--- src/rtl/flash_playback_ctrl.sv ---
// Flash-backed audio playback: fetches 32-bit words over Avalon-MM and emits
// two 16-bit samples per word, in either playback direction.
module flash_playback_ctrl #(
  parameter int                ADDR_W   = 23,
  parameter logic [ADDR_W-1:0] MAX_ADDR = 23'h7FFFF
) (
  input  logic              clk,
  input  logic              rst,
  input  logic              sample_tick,
  input  logic              cmd_play,
  input  logic              cmd_pause,
  input  logic              cmd_restart,
  input  logic              cmd_fwd,
  input  logic              cmd_bwd,
  output logic [ADDR_W-1:0] flsh_address,
  output logic              flsh_read,
  input  logic              flsh_waitrequest,
  input  logic [31:0]       flsh_readdata,
  input  logic              flsh_readdatavalid,
  output logic [3:0]        flsh_byteenable,
  output logic [15:0]       audio_out,
  output logic              audio_valid,
  output logic              playing,
  output logic              forward,
  output logic              overrun
);

  typedef enum logic [1:0] {IDLE, REQ, WAIT_DATA, EMIT} state_t;

  state_t            state, state_nxt;
  logic [ADDR_W-1:0] addr;
  logic              half;
  logic              restart_pend;
  logic [31:0]       word_buf;
  logic              tick_go;
  logic              use_high;

  function automatic logic [ADDR_W-1:0] wrap_step(input logic [ADDR_W-1:0] a,
                                                  input logic fwd);
    if (fwd)
      return (a == MAX_ADDR) ? '0 : a + ADDR_W'(1);
    else
      return (a == '0) ? MAX_ADDR : a - ADDR_W'(1);
  endfunction

  function automatic logic [ADDR_W-1:0] restart_addr(input logic fwd);
    return fwd ? '0 : MAX_ADDR;
  endfunction

  assign tick_go  = sample_tick && playing && (state == IDLE);
  // Backward playback reverses the order of the two halves within a word.
  assign use_high = half ^ ~forward;

  always_ff @(posedge clk or negedge rst) begin
    if (!rst) state <= IDLE;
    else      state <= state_nxt;
  end

  always_comb begin
    state_nxt = state;
    case (state)
      IDLE:      if (tick_go) state_nxt = (half && !cmd_restart) ? EMIT : REQ;
      REQ:       if (!flsh_waitrequest) state_nxt = WAIT_DATA;
      WAIT_DATA: if (flsh_readdatavalid) state_nxt = EMIT;
      EMIT:      state_nxt = IDLE;
      default:   state_nxt = IDLE;
    endcase
  end

  always_comb begin
    flsh_read       = (state == REQ);
    flsh_address    = addr;
    flsh_byteenable = 4'b1111;
  end

  always_ff @(posedge clk or negedge rst) begin
    if (!rst) begin
      addr         <= '0;
      half         <= 1'b0;
      restart_pend <= 1'b0;
      word_buf     <= '0;
      audio_out    <= '0;
      audio_valid  <= 1'b0;
      playing      <= 1'b0;
      forward      <= 1'b1;
      overrun      <= 1'b0;
    end else begin
      audio_valid <= (state == EMIT);

      // Restart outranks pause, which outranks play.
      if (cmd_pause && !cmd_restart)     playing <= 1'b0;
      else if (cmd_play && !cmd_restart) playing <= 1'b1;

      if (cmd_fwd && !cmd_bwd)      forward <= 1'b1;
      else if (cmd_bwd && !cmd_fwd) forward <= 1'b0;

      if (sample_tick && playing && (state != IDLE)) overrun <= 1'b1;

      if ((state == WAIT_DATA) && flsh_readdatavalid) word_buf <= flsh_readdata;

      if (state == EMIT) begin
        audio_out <= use_high ? word_buf[31:16] : word_buf[15:0];
        if (cmd_restart || restart_pend) begin
          addr         <= restart_addr(forward);
          half         <= 1'b0;
          restart_pend <= 1'b0;
        end else begin
          half <= ~half;
          if (half) addr <= wrap_step(addr, forward);
        end
      end else if (cmd_restart) begin
        // A restart mid-fetch waits for the sample to emit before it lands.
        if (state == IDLE) begin
          addr <= restart_addr(forward);
          half <= 1'b0;
        end else begin
          restart_pend <= 1'b1;
        end
      end
    end
  end

endmodule

--- config.mk ---
export PLATFORM = sky130hd
export DESIGN_NAME = flash_playback_ctrl
export DESIGN_NICKNAME = d
export VERILOG_FILES = /design/src/rtl/flash_playback_ctrl.sv
export SDC_FILE = /design/constraint.sdc
export NUM_CORES = 1
export LEC_CHECK = 0
export ABC_CLOCK_PERIOD_IN_PS = 2700
export BUFFER_PORTS_ARGS = -buffer_cell sky130_fd_sc_hd__buf_2
export CELL_PAD_IN_SITES_DETAIL_PLACEMENT = 1
export CELL_PAD_IN_SITES_GLOBAL_PLACEMENT = 2
export CORE_MARGIN = 2
export CORE_UTILIZATION = 36
export CTS_BUF_LIST = sky130_fd_sc_hd__clkbuf_8
export CTS_CLUSTER_SIZE = 16
export DETAILED_ROUTE_END_ITERATION = 12
export GPL_ROUTABILITY_DRIVEN = 1
export PLACE_DENSITY = 0.84
export SKIP_LAST_GASP = 1
export SLEW_MARGIN = 20
export SYNTH_ARGS = -nofsm -noshare
export SYNTH_HDL_FRONTEND = slang
export SYNTH_SLANG_ARGS = --single-unit
export TNS_END_PERCENT = 20
--- constraint.sdc ---
create_clock -name clk -period 2.7 [get_ports clk]
set_input_delay 0.54 -clock clk [delete_from_list [all_inputs] [get_ports clk]]
set_output_delay 0.54 -clock clk [all_outputs]
set_load 0.01 [all_outputs]
==> impl_metrics.ini <==
[finish]
drive_gt1_frac = 0.325
seqCellArea_sq_um = 1980
post-route-util = 0.436
postLayoutCellArea_sq_um = 5440
n_antenna_cell = 0
area_growth_pct = 19.7
fill_cells = 1460
multiInputGateArea_sq_um = 2330
fin_nets = 598

[clock_network]
post_cts_resized = 0
cts_made_buffers = 9
cts_setup_buffers = 0
path_clk_slew_ns = 0.09
cts_tree = yes
clock_path_buffers = 2
cts.root.buffer_cell = clkbuf_8
clock_latency_ns = 0.38
ctsHoldBuffers = 0
htree_levels = 3
numClockSinks = 79

[worst_setup_path]
reg2reg_slack_ns = 0.23
crit_required_ns = 2.99
crit_path_start_kind = flop
r2r_cells = 8
worstSetupPathType = reg -> reg
r2r_start = state[1]$_DFFE_PN0P_
reg2reg_to = flsh_address[7]$_DFFE_PN0P_
cp_max_fo = 6
cp-end-kind = flop
worstPathArrival_ns = 2.77

[synthesis]
ys_seq_area_frac = 0.436
ys_async_sr_fraction = 1.00
synth_area_per_cell_sq_um = 10.0
synth_ff_type = dfrtp_1
synth_common_cells = dfrtp_1 (78), nor2_1 (38), a21oi_1 (34), mux2_2 (33), mux2i_1 (19)
yosys_warnings = 0
netlist_area_sq_um = 4540
ys_ff_latch = 79
synth_top_area_cell = dfrtp_1
synth_top_area_frac = 0.430
synthTopCellsByArea = dfrtp_1 (43%), mux2_2 (8.2%), mux2i_1 (4.2%), a21oi_1 (3.7%), nor2_1 (3.1%)
ys_types = 64
synthMostInstantiatedCell = dfrtp_1
synth_cells = 454
synth_edf_count = 0

[placement]
placed_cell_area_sq_um = 5250
dpl.hpwl_mm = 9.77
port_buffers = 85
gp_congestion = 0.841

[sta]
fin_worst_skew_ns = 0.00750
max_freq_mhz = 404
slew_violations = 0
setup_tns_ns = 0
worst_slew_pin_slew_ns = 0.756
grt_setup_unrepaired = no
whs_ns = 0.183
fin_crit_sh = 0.917
finalHoldViolations = 0
setup_viol = 0
relSlewSlack = 0.496
fin_crit_ns = 2.47

[floorplan]
dieArea_sq_um = 13500
coreArea_sq_um = 12500
io_pins = 90
initial_core_util = 0.364
die_w_um = 116
die_h_um = 116
row_count = 41

[global_routing]
grt_max_degree = 80
antenna_found_initial = 0
grt_first_pass_wirelength_mm = 22.2
grt_pass1_vias = 4281
grt_usage = 0.212
grt_overflow = 0

[detailed_routing]
vias_per_cell = 5.56
dr.pass1.iters = 4
drc = 0
first_iter_violations = 125
routedWlPerCell_um = 19.0
wl_mm = 13.8
via_count = 4030
ant_nets = 0

[job]
max_cap_violations = 0

[power_and_ir_drop]
p_leak_uw = 0.00234
power_density_nw_per_um2 = 1110
ir_drop_mv = 0.470

[min_path]
hold_path_class = in -> async

[status]
status = complete, no violations
## how the worst max path moves through the flow
stage / from / to / depth (start not counted) / slack [ns]
after global placement: state[0]$_DFFE_PN0P_ / flsh_address[7]$_DFFE_PN0P_ / 8 / 0.38
after CTS: state[0]$_DFFE_PN0P_ / flsh_address[7]$_DFFE_PN0P_ / 8 / 0.22
after global routing: state[1]$_DFFE_PN0P_ / flsh_address[7]$_DFFE_PN0P_ / 8 / 0.04
final: state[1]$_DFFE_PN0P_ / flsh_address[7]$_DFFE_PN0P_ / 8 / 0.23
after detailed placement: state[0]$_DFFE_PN0P_ / flsh_address[7]$_DFFE_PN0P_ / 8 / 0.24
after floorplan: flsh_address[14]$_DFFE_PN0P_ / flsh_address[19]$_DFFE_PN0P_ / 7 / 0.52
## per-stage QoR
step                      std cells  setup slack, ns  power, uW
after floorplan                 457            0.524       4100
after global placement          709            0.377       5020
after detailed placement        709            0.237       5200
after CTS                       725            0.216       6080
after global routing            725           0.0381       6470
final                           725            0.225       6020
## area by class of cell
cell class / instances / share of cell area
timing repair buffer: 116 / 0.122
clock inverter: 7 / 0.0104
multi-input combinational: 325 / 0.429
clock buffer: 9 / 0.0228
inverter: 17 / 0.0117
sequential: 79 / 0.364
tap: 172 / 0.0396
## state kept, by name, indices dropped and copies added, names as in the netlist
signal,count
audio_out,16
audio_valid,1
flsh_address,23
forward,1
half,1
overrun,1
playing,1
restart_pend,1
state,2
word_buf,32
## layer usage
| layer | part of all wire | track usage | vias up |
|---|---|---|---|
| li1 | - | - | 1852 |
| met1 | 0.43 | 0.266 | 2035 |
| met2 | 0.48 | 0.349 | 108 |
| met3 | 0.062 | 0.0597 | 35 |
| met4 | 0.024 | 0.0833 | 0 |
| met5 | 0 | 0 | - |
## cell usage in the layout (no fill, tap or decap), types with 12 or more instances in the layout
cell type  netlist  layout
nor3_1          14      14
nand2_1         15      15
buf_4            6      31
inv_1           17      18
nand4_1         12      12
o21ai_0         17      17
a21oi_1         34      34
mux2i_1         19      19
buf_2            8      84
mux2_2          33      33
dfrtp_1         78      78
nor2_1          38      38
## cells by family after synthesis
logic type                 Yosys count  share of synthesized area
xor gates and xnor gates            17                     0.0328
AOI/OAI and AO/OA                  109                      0.166
buffers and inverters               53                     0.0543
DFF                                 79                      0.436
adders and majority gates            8                     0.0220
and+or+nand+nor                    135                      0.165
muxes                               52                      0.124
other                                1                   0.000826
## critical path, cell delays in order (launching register included)
cell and delay, ns:
dfrtp_1 0.40, inv_1 0.09, ha_1 0.33, nor3b_1 0.34, nand3_1 0.21, a21oi_1 0.55
buf_4 0.25, a21oi_1 0.06, o211ai_1 0.16
## where the power goes
part           switching [uW]  total [uW]  internal (uW)
clock                     498         843            345
sequential                492        2230           1740
combinational            1670        2950           1280
total                    2660        6020           3360
(Power assumes the default switching activity.)
